## src/rtl/cnn_output_collector.sv

```systemverilog
// Gathers five independent CNN score streams into one frame, finds the index of the
// largest signed score over four cycles, then holds the packed result until it is taken.
module cnn_output_collector #(
   parameter int PIXEL_BIT_WIDTH = 12,
   parameter int COUNT_WIDTH     = 16
) (
   input  logic                         ap_clk,
   input  logic                         ap_rst_n,
   input  logic [PIXEL_BIT_WIDTH-1:0]   cnn_output_0_TDATA,
   input  logic                         cnn_output_0_TVALID,
   output logic                         cnn_output_0_TREADY,
   input  logic [PIXEL_BIT_WIDTH-1:0]   cnn_output_1_TDATA,
   input  logic                         cnn_output_1_TVALID,
   output logic                         cnn_output_1_TREADY,
   input  logic [PIXEL_BIT_WIDTH-1:0]   cnn_output_2_TDATA,
   input  logic                         cnn_output_2_TVALID,
   output logic                         cnn_output_2_TREADY,
   input  logic [PIXEL_BIT_WIDTH-1:0]   cnn_output_3_TDATA,
   input  logic                         cnn_output_3_TVALID,
   output logic                         cnn_output_3_TREADY,
   input  logic [PIXEL_BIT_WIDTH-1:0]   cnn_output_4_TDATA,
   input  logic                         cnn_output_4_TVALID,
   output logic                         cnn_output_4_TREADY,
   output logic [5*PIXEL_BIT_WIDTH-1:0] result_TDATA,
   output logic [2:0]                   result_ARGMAX,
   output logic                         result_TVALID,
   input  logic                         result_TREADY,
   output logic [COUNT_WIDTH-1:0]       frame_count
);

   localparam int N = 5;
   localparam int W = PIXEL_BIT_WIDTH;

   typedef enum logic [1:0] {COLLECT, ARGMAX, OUTPUT} state_t;

   state_t                  state_q, state_d;
   logic                    run_q;
   logic [N-1:0]            captured_q;
   logic signed [W-1:0]     slot_q [N];
   logic [2:0]              cmp_idx_q;
   logic [2:0]              max_idx_q;
   logic [COUNT_WIDTH-1:0]  frame_count_q;

   logic [N-1:0]            in_valid;
   logic [N-1:0]            in_ready;
   logic [N-1:0]            take;
   logic [W-1:0]            in_data [N];
   logic signed [W-1:0]     cand;
   logic signed [W-1:0]     cur_max;
   logic                    all_done;
   logic                    result_hs;

   assign in_valid = {cnn_output_4_TVALID, cnn_output_3_TVALID, cnn_output_2_TVALID,
                      cnn_output_1_TVALID, cnn_output_0_TVALID};
   assign in_data[0] = cnn_output_0_TDATA;
   assign in_data[1] = cnn_output_1_TDATA;
   assign in_data[2] = cnn_output_2_TDATA;
   assign in_data[3] = cnn_output_3_TDATA;
   assign in_data[4] = cnn_output_4_TDATA;

   // run_q keeps every TREADY low until the first edge after reset is released.
   assign in_ready = (state_q == COLLECT && run_q) ? ~captured_q : '0;
   assign take     = in_valid & in_ready;
   assign all_done = &(captured_q | take);
   assign result_hs = (state_q == OUTPUT) && result_TREADY;

   assign cnn_output_0_TREADY = in_ready[0];
   assign cnn_output_1_TREADY = in_ready[1];
   assign cnn_output_2_TREADY = in_ready[2];
   assign cnn_output_3_TREADY = in_ready[3];
   assign cnn_output_4_TREADY = in_ready[4];

   always_comb begin
      // NOTE: every combinational output gets a default first so no path infers a latch.
      cand    = '0;
      cur_max = '0;
      for (int i = 0; i < N; i++) begin
         if (cmp_idx_q == 3'(i)) cand    = slot_q[i];
         if (max_idx_q == 3'(i)) cur_max = slot_q[i];
      end
   end

   always_comb begin
      state_d = state_q;
      unique case (state_q)
         COLLECT: if (all_done)           state_d = ARGMAX;
         ARGMAX:  if (cmp_idx_q == 3'd4)  state_d = OUTPUT;
         OUTPUT:  if (result_TREADY)      state_d = COLLECT;
         default:                         state_d = COLLECT;
      endcase
   end

   always_ff @(posedge ap_clk or negedge ap_rst_n) begin
      if (!ap_rst_n) begin
         state_q       <= COLLECT;
         run_q         <= 1'b0;
         captured_q    <= '0;
         cmp_idx_q     <= 3'd1;
         max_idx_q     <= 3'd0;
         frame_count_q <= '0;
         // NOTE: the score slots drive result_TDATA directly, so they must reset to zero.
         for (int i = 0; i < N; i++) slot_q[i] <= '0;
      end else begin
         // NOTE: sequential state uses non-blocking assignments so all registers update together.
         state_q <= state_d;
         run_q   <= 1'b1;
         for (int i = 0; i < N; i++) begin
            if (take[i]) slot_q[i] <= in_data[i];
         end
         unique case (state_q)
            COLLECT: begin
               captured_q <= captured_q | take;
               if (all_done) begin
                  cmp_idx_q <= 3'd1;
                  max_idx_q <= 3'd0;
               end
            end
            ARGMAX: begin
               // Strictly greater only, so ties keep the lower index.
               if (cand > cur_max) max_idx_q <= cmp_idx_q;
               cmp_idx_q <= cmp_idx_q + 3'd1;
            end
            OUTPUT: begin
               if (result_hs) begin
                  captured_q    <= '0;
                  frame_count_q <= frame_count_q + 1'b1;
               end
            end
            default: ;
         endcase
      end
   end

   always_comb begin
      result_TDATA = '0;
      for (int i = 0; i < N; i++) result_TDATA[i*W +: W] = slot_q[i];
   end

   assign result_ARGMAX = max_idx_q;
   assign result_TVALID = (state_q == OUTPUT);
   assign frame_count   = frame_count_q;

endmodule

```

## config.mk

```make
export PLATFORM = sky130hd
export DESIGN_NAME = cnn_output_collector
export DESIGN_NICKNAME = d
export VERILOG_FILES = /design/src/rtl/cnn_output_collector.sv
export SDC_FILE = /design/constraint.sdc
export NUM_CORES = 1
export LEC_CHECK = 0
export ABC_AREA = 1
export CAP_MARGIN = 20
export CORE_MARGIN = 1
export CORE_UTILIZATION = 51
export DETAILED_ROUTE_END_ITERATION = 8
export GPL_TIMING_DRIVEN = 0
export HOLD_SLACK_MARGIN = 0.15
export PLACE_DENSITY = 0.88
export SLEW_MARGIN = 20
export SYNTH_ARGS = -nofsm -noshare
export SYNTH_HDL_FRONTEND = slang
export SYNTH_SLANG_ARGS = --single-unit
```

## constraint.sdc

```tcl
create_clock -name ap_clk -period 5.3 [get_ports ap_clk]
set_clock_uncertainty 0.15 [all_clocks]
set_input_delay 0.795 -clock ap_clk [delete_from_list [all_inputs] [get_ports ap_clk]]
set_output_delay 0.795 -clock ap_clk [all_outputs]
set_load 0.01 [all_outputs]
```

==> Yosys cells after proc, flatten, opt, wreduce, memory -nomap -nowiden <==
Cells that the tools add are included.
{ "word_totals": {"reg_bits": 90, "out_inout_bits": 85, "word_cells": 67} }
{ "classes": {"n_addsub": 2, "order_cmp": 1, "eq_ne": 15, "n_mux": 22, "bitwise": 3, "reduce_logical": 13} }
{ "op_table": {"columns": ["op", "n"], "rows": [
  ["2-to-1 mux 12 bit", 10],
  ["adder 16 x 1 -> 16 bit (second input constant)", 1],
  ["== test 3 x 2 -> 1 bit (second input constant)", 4],
  ["> comparator 12 bit", 1],
  ["one-hot mux 3 bit (2 select lines)", 2],
  ["2-to-1 mux 5 bit", 2],
  ["one-hot mux 5 bit (2 select lines)", 1],
  ["2-to-1 mux 3 bit", 3],
  ["== test 3 x 1 -> 1 bit (second input constant)", 2],
  ["== test 3 bit (second input constant)", 2],
  ["zero test 3 bit", 2],
  ["2-to-1 mux 2 bit", 3],
  ["inequality test 2 bit (second input constant)", 3],
  ["one-hot mux 2 bit (3 select lines)", 1],
  ["AND reduction 2 bit", 3],
  ["AND reduction 3 bit", 2],
  ["bitwise AND 5 bit", 1],
  ["NOT 5 bit", 1],
  ["OR 5 bit", 1],
  ["AND reduction 5 bit", 1],
  ["inequality test 2 x 1 -> 1 bit (second input constant)", 2],
  ["nonzero test 2 bit", 2],
  ["adder 3 x 1 -> 3 bit (second input constant)", 1],
  ["== test 2 x 1 -> 1 bit (second input constant)", 1],
  ["other kinds (3)", 4]
]} }

==> Longest topological paths before layout <==
{ "logic_depth": {"depth_word": 9, "mapped_depth": 21, "depth_no_buf": 20} }

==> Worst setup path before layout <==
OpenSTA, ideal clock, no wires.
{ "synth_path": {"path_kind": "register to register", "from": "register cmp_idx_q[0]", "to": "register max_idx_q[0] (netlist: result_ARGMAX[0])", "arrival_time_ns": 2.659, "slack_ns": 2.374, "stages_incl_launch_ff": 21, "n_path_buf": 1, "cell_sequence": "dfstp_2 -> inv_1 -> ha_1 -> nand2_1 -> clkbuf_1 -> o21ai_0 -> o22ai_1 -> nor2_1 -> o22a_1 -> ha_1 -> nand2_1 -> inv_1 -> nand2_1 -> nor2_1 -> nand2_1 -> nand3_1 -> nand2_1 -> nand3_1 -> nand2_1 -> nand2_1 -> nand2_1"} }
{ "synth_between": {"elab_chain_cells": 9, "word_cells_on_any_way": 15} }
{ "synth_rtl": {"columns": ["item", "line", "source"], "rows": [
  ["from (decl)", "40", "logic [2:0] cmp_idx_q;"],
  ["from (signal assigned)", "121", "cmp_idx_q <= cmp_idx_q + 3'd1;"],
  ["zero test 3 bit", "78", "if (cmp_idx_q == 3'(i)) cand = slot_q[i];"],
  ["2-to-1 mux 12 bit (5 in series)", "78", null],
  ["> comparator 12 bit", "120", "if (cand > cur_max) max_idx_q <= cmp_idx_q;"],
  ["inequality test 2 bit (no line)", null, null],
  ["AND reduction 3 bit (no line)", null, null],
  ["to (signal assigned)", "120", null],
  ["to (decl)", "41", "logic [2:0] max_idx_q;"]
]} }
Parallel ways exist; a longest one is shown, timed or not. The select of a mux whose other input is x is not followed.
A chain may end at the register's enable or synchronous reset.

==> Worst setup path in the final report <==
{ "layout_path": {"from": "register cmp_idx_q[0]", "to": "register max_idx_q[2] (netlist: result_ARGMAX[2])"} }
{ "layout_between": {"elab_chain_cells": 9, "word_cells_on_any_way": 13} }
{ "layout_rtl": {"columns": ["item", "line"], "rows": [
  ["zero test 3 bit", "78"],
  ["2-to-1 mux 12 bit (4 in series)", "78"],
  ["2-to-1 mux 12 bit (*)", "78"],
  ["> comparator 12 bit (*)", "120"],
  ["inequality test 2 bit (no line) (*)", null],
  ["AND reduction 3 bit (no line) (*)", null]
]} }
Mark *: on every way between the ends. The rest lies on a longest branch, timed or not.

==> summary.md <==
| Metric | Value |
|---|---|
| Status | finished clean |
| Router iterations before antenna repair | 5 |
| Port bufs | 152 |
| Post-CTS setup buffer count | 0 |
| Mux share of post-synthesis cell area | 0 |
| Compound-Gate Fraction of Synth Area | 0.172 |
| Vias in the first global route | 4866 |
| Post-route minimum period | 3.43 ns |
| Largest net degree at the start of global routing | 51 |
| Share of flip-flops with an asynchronous set or reset | 1.00 |
| Final worst setup slack | 1.87 ns |
| Worst-path clk slew | 0.11 ns |
| Met3 routed WL | 1140 microns |
| Worst path cell trace | inv_1 > ha_1 > nand2_1 > clkbuf_1 > o21ai_0 > o22a_1 > ha_1 > nand2_1 > inv_1 > nand2_1 > nor2_1 > nand2_1 > nand3_1 > nand2_1 > nand3_1 > nand2_1 > nand2_1 > nand2_1 |
| Mapped Nets | 702 |
| Most frequent cells in the layout | 165 x nand2_1, 151 x clkdlybuf4s50_1, 89 x dfrtp_1, 86 x inv_1, 74 x o21ai_0 |
| Final HPWL DP | 11800 microns |
| Initial antenna violation count | 0 |
| P&R area growth vs syn | 39.3% |
| Deepest clock path buffer count | 2 |
| Final setup vio count | 0 |
| First-pass GRT wire length | 24400 microns |
| EDFF count, synth | 0 |
| Routed vias | 5025 |
| Cells on worst reg2reg path | 18 |
| Share of cells above drive strength 1 | 0.0497 |
| Nature of the critical path endpoint | register |
| I/O pins | 153 |
| CP startpoint | cmp_idx_q[0]$_DFFE_PN1P_ |
| Crit path depth | 18 |
| # Max-Cap Violations | 0 |
| Mapped cell area | 4870 sq um |
| Uppermost routed layer | met4 |
| Worst-Skew Late Latency | 0.38 ns |
| Synth cell types | 33 |
| Setup TNS | 0 ns |
| Tcrit/Tclk final | 0.647 |
| Clock Tree Root | clkbuf_8 |
| PwrDens | 606 nW/um^2 |
| Final antenna-violating net count | 0 |
| Vias per Instance | 5.50 |
| # diodes | 0 |
| Final Net Count | 866 |
| Area contributors post-synth | dfrtp_1 46%, nand2_1 13%, o21ai_0 7.6% |
| Simple-gate share of the synthesized area | 0.204 |
| Die W | 99.7 microns |
| Die area | 9940 sq um |
| Final hold vios | 0 |
| Commonest non-fill, non-tap cell in the layout | nand2_1 |
| Largest family of logic cells by synthesized area | simple AND/OR/NAND/NOR gates |
| Syn Area/Cell | 7.90 sq um |
| Reg-to-Reg Start | cmp_idx_q[0]$_DFFE_PN1P_ |
| Total gr overflow | 0 |
| Total track usage | 0.319 |
| DRC viols | 0 |
| PostCTS Resize Cnt | 0 |
| Critical path peak fanout | 10 |
| Peak supply drop | 393 uV |
| Clk sink count | 90 |
| WL/cell | 16.9 microns |
| Crit path kind | register to register |
| Cts bufs inserted | 9 |
| Slew @ Worst Pin | 0.657 ns |
| Fillers | 712 |
| Final RePlAce weighted congestion | 0.898 |
| R2R Setup Slk | 1.87 ns |
| Hold_buf cts | 0 |
| Slew Viols, Final | 0 |
| WP data required | 5.43 ns |
| Routed WL | 15400 microns |
| Reg2Reg Capture Point | result_ARGMAX[2]$_DFFE_PN0P_ |
| Met2 routed WL | 7420 microns |
| M1 wire length | 6480 microns |
| Pleak | 0.00320 uW |
| CORE AREA | 9240 sq um |
| XOR/XNOR Fraction of Synth Area | 0.0270 |
| Worst Hold Class | input pin to asynchronous set/reset pin |
| H-tree Lvls | 3 |
| Row cnt | 35 |
| Sequential share of the synthesized area | 0.463 |
| Main flop type after synthesis | dfrtp_1 |
| Yosys top cell area share | 0.458 |
| Die height | 99.7 microns |
| Max_slew headroom | 0.562 |
| Worst setup SP type | register |
| WP buf/inv | 3 |
| Post-place setup slack | 1.97 ns |
| FF+latch count, synth | 90 |
| CTS tree | yes |
| CP dominant cell by count | nand2_1 |
| Fmax | 292 MHz |
| Worst EP arrival | 3.56 ns |
| Crit-path leading delay family | simple AND/OR/NAND/NOR gates |
| Util after Layout | 0.733 |
| Initial detailed-routing violation count | 377 |
| Area leader, netlist | dfrtp_1 |
| Mapped Cells | 616 |
| Synth warn | 0 |
| Slowest CP cell | dfstp_2 |
| Initial Utilization | 0.527 |
| Peak per-stage delay on the critical path | 0.57 ns |
| RSZ-0062 raised after global routing | false |
| Post-Synth Adder-Cell Area | 0.0463 |
## cell type report
type	instances	area, sq um	share of cell area
Clock buffer	10	138	0.0203
Buffer	23	92.6	0.0137
Tap cell	129	161	0.0238
Timing Repair Buffer	153	1540	0.227
Sequential cell	90	2250	0.333
Multi-Input combinational cell	415	2190	0.323
Clock inverter	6	72.6	0.0107
Inverter	88	330	0.0487
## worst register-to-register path, cell delays in order (launching register included)
cell and delay (ns):
dfstp_2 0.57, inv_1 0.08, ha_1 0.22, nand2_1 0.23, clkbuf_1 0.47, o21ai_0 0.20, o22a_1 0.22, ha_1 0.30
nand2_1 0.06, inv_1 0.05, nand2_1 0.06, nor2_1 0.13, nand2_1 0.09, nand3_1 0.07, nand2_1 0.05, nand3_1 0.14
nand2_1 0.11, nand2_1 0.07, nand2_1 0.06
## logic make-up (layout without fill, tap and decap cells)
logic type / Yosys count / after routing
flip-flops: 90 / 90
buffers and inverters: 111 / 280
adder cells (fa/ha/maj): 18 / 18
XOR/XNOR: 15 / 15
AO/OA/AOI/OAI: 144 / 144
AND/OR/NAND/NOR: 237 / 237
other: 1 / 1
## state kept, by name, summed over array words and instances (netlist names)
signal,flops
state_q,2
result_ARGMAX,3
run_q,1
frame_count,16
result_TDATA,60
captured_q,5
cmp_idx_q,3
## Yosys cell counts, types with 2 or more instances
| cell type | count |
|---|---|
| o21ai_0 | 74 |
| xor2_1 | 8 |
| nand2_2 | 2 |
| a31oi_1 | 3 |
| o211ai_1 | 4 |
| a21oi_1 | 16 |
| nand2_1 | 165 |
| ha_1 | 18 |
| inv_1 | 86 |
| xnor2_1 | 7 |
| clkbuf_1 | 17 |
| o22ai_1 | 29 |
| o221ai_1 | 11 |
| nand3_1 | 14 |
| o22a_1 | 7 |
| dfrtp_1 | 89 |
| nand4_1 | 4 |
| nor2_2 | 6 |
| nor2_1 | 37 |
| nor2_4 | 2 |
| buf_2 | 5 |
## per-stage QoR
stage	cell area, sq um	instances	total power [uW]	hold slack, ns
2_1_floorplan	4870	616	2500	0.336
3_3_place_gp	6550	897	3460	0.315
3_5_place_dp	6570	898	3530	0.337
4_1_cts	6780	914	4070	0.309
5_1_grt	6780	914	4410	0.322
6_report	6780	914	4110	0.281
## metal layers
layer,vias up,global-route usage
met2,255,0.517
met5,-,0
li1,2341,-
met1,2389,0.431
met4,0,0.102
met3,40,0.0639
## worst max path at each step
stage,endpoint,slack [ns]
6_report,result_ARGMAX[2]$_DFFE_PN0P_,1.87
5_1_grt,result_ARGMAX[2]$_DFFE_PN0P_,1.45
4_1_cts,result_ARGMAX[2]$_DFFE_PN0P_,1.92
3_5_place_dp,result_ARGMAX[2]$_DFFE_PN0P_,1.97
3_3_place_gp,result_TDATA[51]$_DFFE_PN0P_,0.11
2_1_floorplan,result_ARGMAX[0]$_DFFE_PN0P_,2.37
## power breakdown
group | internal (uW) | switching (uW)
Clock | 238 | 282
Combinational | 1040 | 1340
Sequential | 962 | 239
Total | 2240 | 1860
Power figures use the tool's default switching activity.
